--- src/rtl/xnor_gate_primitive.sv ---
// -----------------------------------------------------------------------------
// xnor_gate_primitive
//
// Parameterised bitwise XNOR / equality unit. It provides two views of the
// XNOR of two operands:
//   * a zero-latency combinational result (the drop-in equivalent of a
//     2-input XNOR primitive), and
//   * a registered result with valid tagging, an all-bits-equal flag and a
//     saturating count of mismatching operand pairs.
//
// Parameters
//   WIDTH      operand / result width in bits (>= 1)
//   CNT_WIDTH  width of the saturating mismatch counter (>= 1)
//
// Ports
//   clk           in   1          rising-edge clock
//   rst_n         in   1          asynchronous active-low reset
//   in1           in   WIDTH      operand A
//   in2           in   WIDTH      operand B
//   in_valid      in   1          operand pair is valid this cycle
//   cnt_clr       in   1          synchronous clear of mismatch_cnt
//   out_comb      out  WIDTH      combinational ~(in1 ^ in2)
//   out           out  WIDTH      registered XNOR result
//   out_valid     out  1          out / eq valid (one cycle per accepted pair)
//   eq            out  1          registered all-bits-equal flag
//   mismatch_cnt  out  CNT_WIDTH  accepted pairs with eq == 0, saturating
//
// Handshake: a pair is accepted on every rising clk edge where in_valid is
// high. There is no ready signal; the unit accepts one pair per cycle with no
// backpressure, and out_valid follows in_valid with exactly one cycle of
// latency. When in_valid is low, out and eq keep their last value while
// out_valid drops.
// -----------------------------------------------------------------------------
module xnor_gate_primitive #(
    parameter int WIDTH     = 1,
    parameter int CNT_WIDTH = 8
) (
    input  logic                 clk,
    input  logic                 rst_n,
    input  logic [WIDTH-1:0]     in1,
    input  logic [WIDTH-1:0]     in2,
    input  logic                 in_valid,
    input  logic                 cnt_clr,
    output logic [WIDTH-1:0]     out_comb,
    output logic [WIDTH-1:0]     out,
    output logic                 out_valid,
    output logic                 eq,
    output logic [CNT_WIDTH-1:0] mismatch_cnt
);

    localparam logic [CNT_WIDTH-1:0] CNT_MAX = {CNT_WIDTH{1'b1}};
    localparam logic [CNT_WIDTH-1:0] CNT_ONE = CNT_WIDTH'(1);

    logic [WIDTH-1:0] xnor_val;
    logic             eq_next;
    logic             cnt_inc;

    // The combinational path is independent of clk and rst_n; X/Z on the
    // operands propagates exactly as the Verilog operators define.
    assign xnor_val = ~(in1 ^ in2);
    assign out_comb = xnor_val;

    // All bits equal means every XNOR bit is set.
    assign eq_next  = &xnor_val;

    // Count only accepted pairs that mismatch, and stop at all-ones.
    assign cnt_inc  = in_valid && !eq_next && (mismatch_cnt != CNT_MAX);

    // Result registers: out/eq load only on accepted pairs, out_valid tracks
    // in_valid with one cycle of latency.
    always_ff @(posedge clk or negedge rst_n) begin
        if (!rst_n) begin
            out       <= '0;
            eq        <= 1'b0;
            out_valid <= 1'b0;
        end else begin
            out_valid <= in_valid;
            if (in_valid) begin
                out <= xnor_val;
                eq  <= eq_next;
            end
        end
    end

    // Mismatch counter: a clear wins over an increment in the same cycle.
    always_ff @(posedge clk or negedge rst_n) begin
        if (!rst_n) begin
            mismatch_cnt <= '0;
        end else if (cnt_clr) begin
            mismatch_cnt <= '0;
        end else if (cnt_inc) begin
            mismatch_cnt <= mismatch_cnt + CNT_ONE;
        end
    end

endmodule

--- config.mk ---
export PLATFORM = sky130hd
export DESIGN_NAME = xnor_gate_primitive
export DESIGN_NICKNAME = d
export VERILOG_FILES = /design/src/rtl/xnor_gate_primitive.sv
export SDC_FILE = /design/constraint.sdc
export NUM_CORES = 1
export LEC_CHECK = 0
export BUFFER_PORTS_ARGS = -buffer_cell sky130_fd_sc_hd__buf_2
export CAP_MARGIN = 20
export CORE_AREA = 2 2 39 41
export CTS_BUF_LIST = sky130_fd_sc_hd__clkbuf_16
export DETAILED_ROUTE_END_ITERATION = 12
export DIE_AREA = 0 0 41 43
export GPL_TIMING_DRIVEN = 0
export PLACE_DENSITY = 0.66
export SYNTH_ARGS = -nofsm -noshare
export SYNTH_HDL_FRONTEND = slang
export SYNTH_SLANG_ARGS = --single-unit
--- constraint.sdc ---
create_clock -name clk -period 1.4 [get_ports clk]
set_input_delay 0 -clock clk [delete_from_list [all_inputs] [get_ports clk]]
set_output_delay 0 -clock clk [all_outputs]
set_load 0.01 [all_outputs]
==> impl_metrics.json <==
{
  "status": "finished with violations",
  "violations": "negative setup slack",
  "critPathSlowestCell": "dfrtp_2",
  "skew_ns": 0.00139,
  "p_leak_nw": 0.375,
  "place_hpwl_um": 766,
  "drv_slew": 0,
  "power_density_nw_per_um2": 1120,
  "synth_top_area_share": 0.487,
  "cts_sinks": 10,
  "synth_warnings": 0,
  "core-area_um2": 1380,
  "die_y_um": 43,
  "ys_ff_latch": 10,
  "final_cells": 93,
  "critPathRequiredTime_ns": 1.51,
  "setup_viol": 5,
  "grt_antenna_before_repair": 0,
  "gr-usage-met3": 0.0157,
  "worst_slack_ns": -0.0435,
  "period_share": 1.03,
  "grt-busiest-layer": "met2",
  "grt_util_met1": 0.212,
  "rsz0062_at_grt": "yes",
  "io_pins": 18,
  "grt_overflow": 0,
  "initial_utilization": 0.372,
  "yosysTopAreaCell": "dfrtp_1",
  "fmax_mhz": 693,
  "grt_max_degree": 11,
  "arrival_ns": 1.56,
  "cap_violations": 0,
  "netlist-cell-type-count": 22,
  "hold_viol": 0,
  "tightest_slew_ns": 0.351,
  "ctsRootBufferMaster": "clkbuf_16",
  "cp_num_cells": 6,
  "power_uw": 903,
  "die_area_um2": 1760,
  "cts_tree": "yes",
  "slew_headroom": 0.766,
  "drt_pass1_iterations": 4,
  "drive_gt1_frac": 0.506,
  "cp_cell_sequence": "ha_4, nand4_1, buf_4, o211ai_4, mux2i_1, nor2_1",
  "first_iter_violations": 10,
  "synthCells": 48,
  "gp_congestion": 0.728,
  "drc_errors": 0,
  "max_stage_delay_ns": 0.38,
  "clockBufferDepth": 2,
  "rows": 14,
  "syn_avg_cell_area_um2": 10.7,
  "cp-start-kind": "register",
  "postRouteAntennaNets": 0,
  "grt_pass1_wl_um": 1810,
  "yosysSeqAreaShare": 0.487,
  "cts_inserted_buffers": 3,
  "cts_htree_levels": 1,
  "finalNetCount": 86,
  "cp.buffers_inverters": 1,
  "min_period_ns": 1.44,
  "viasPerCell": 5.19,
  "vias": 483,
  "clkLatencyLatePin_ns": 0.23,
  "grt_util_met2": 0.228,
  "synth.area.top_cells": "dfrtp_1, nand3_1, or3_1, o211ai_4, a21oi_1",
  "port_buffers": 16,
  "syn_area_um2": 514,
  "finalWirelength_um": 1230,
  "syn_to_final_growth_pct": 56.2,
  "crit_type": "register to register",
  "syn_nets": 55,
  "dpl.cell_count": 80,
  "hold_class": "input port to async pin",
  "crit_fanout": 5,
  "die_x_um": 41,
  "track_usage": 0.148,
  "post_drt_wl_per_cell_um": 13.2,
  "path_delay_family": "flip-flops",
  "clk_pin_slew_ns": 0.04,
  "peakVddDrop_mv": 0.740,
  "endpoint_kind": "register",
  "antenna_cells": 0,
  "grt_pass1_vias": 403,
  "reg2reg_depth": 6
}
power by group:
group          internal, mW  switching [mW]  leakage, nW
Clock                 0.368           0.113       0.0370
Sequential            0.302         0.00766        0.131
Combinational        0.0540          0.0583        0.206
Total                 0.725           0.179        0.375
layout by cell type (no fill, tap or decap), drive strengths merged:
master / netlist / layout
a21oi: 4 / 4
and3: 1 / 1
buf: 1 / 24
clkbuf: 0 / 3
clkdlybuf4s25: 1 / 1
dfrtp: 10 / 10
dlygate4sd3: 0 / 2
ha: 1 / 1
inv: 1 / 1
mux2: 1 / 1
mux2i: 1 / 1
nand2: 1 / 1
nand3: 5 / 5
nand4: 2 / 2
nor2: 3 / 3
nor3: 1 / 1
nor3b: 1 / 1
o2111ai: 1 / 1
o211ai: 1 / 2
o21ai: 4 / 4
o21bai: 1 / 1
or3: 4 / 4
xor2: 3 / 3
area by class of cell:
class                      instances  area, µm²
fill                             125        581
multi-input combinational         36        282
sequential                        10        253
timing repair buffer              25        153
clock buffer                       3       75.1
tap                               16       20.0
buffer                             2       17.5
inverter                           1       3.75
cells in the mapped netlist, drive strengths merged:
cell	n
mux2	1
a21oi	4
nor3b	1
buf	1
o21ai	4
and3	1
o2111ai	1
o211ai	1
xor2	3
inv	1
nor2	3
mux2i	1
nor3	1
nand4	2
nand3	5
ha	1
clkdlybuf4s25	1
nand2	1
dfrtp	10
o21bai	1
or3	4
path summary, 6_finish.rpt:
| check | start | endpoint | slack, ns |
|---|---|---|---|
| setup / recovery | mismatch_cnt[1] | mismatch_cnt[1] | -0.04 |
| hold / removal | rst_n | mismatch_cnt[4] | 0.17 |
| setup reg to reg | mismatch_cnt[1] | mismatch_cnt[1] | -0.04 |
| hold reg to reg | eq | eq | 0.52 |
| max in group asynchronous | rst_n | mismatch_cnt[0] | 1.02 |
| min in group clk | cnt_clr | mismatch_cnt[3] | 0.20 |
through the flow:
stage	setup slack, ns	hold WS (ns)	setup TNS [ns]	utilization	area [µm²]
floorplan	-0.0117	-0.296	-0.0468	-	529
global placement	-0.114	-0.127	-0.481	0.455	629
detailed placement	-0.103	-0.125	-0.511	0.455	629
CTS	-0.0374	0.180	-0.0547	0.565	782
global route	-0.120	0.204	-0.622	0.580	803
finish	-0.0435	0.168	-0.112	0.580	803
cells by family (layout without fill, tap and decap cells):
family,count (synthesis),in the layout,share of synthesized area
simple gates,18,18,0.190
compound gates,11,12,0.151
flops,10,10,0.487
xor+xnor,3,3,0.0657
buf+inv,3,31,0.0414
mux,2,2,0.0414
fa+ha+maj,1,1,0.0243
metal layers:
layer | share of wire | vias up
met1 | 0.45 | 227
li1 | - | 239
met2 | 0.49 | 17
met3 | 0.059 | 0
met4 | 0 | 0
met5 | 0 | -
sequential cells by signal (all words and copies together) (netlist names):
signal / flops
mismatch_cnt: 8
eq: 1
out_valid: 1
timing repair:
item                                    4_1_cts  5_1_grt
hold endpoints to repair                     11        0
pin swaps                                     2        6
setup buffers                                 6        1
gates cloned                                  1        0
gates resized for setup                       0        3
endpoints found under the setup margin        6        8
hold buffers                                  2        0
No activity file was read; power rests on OpenSTA's default activity.
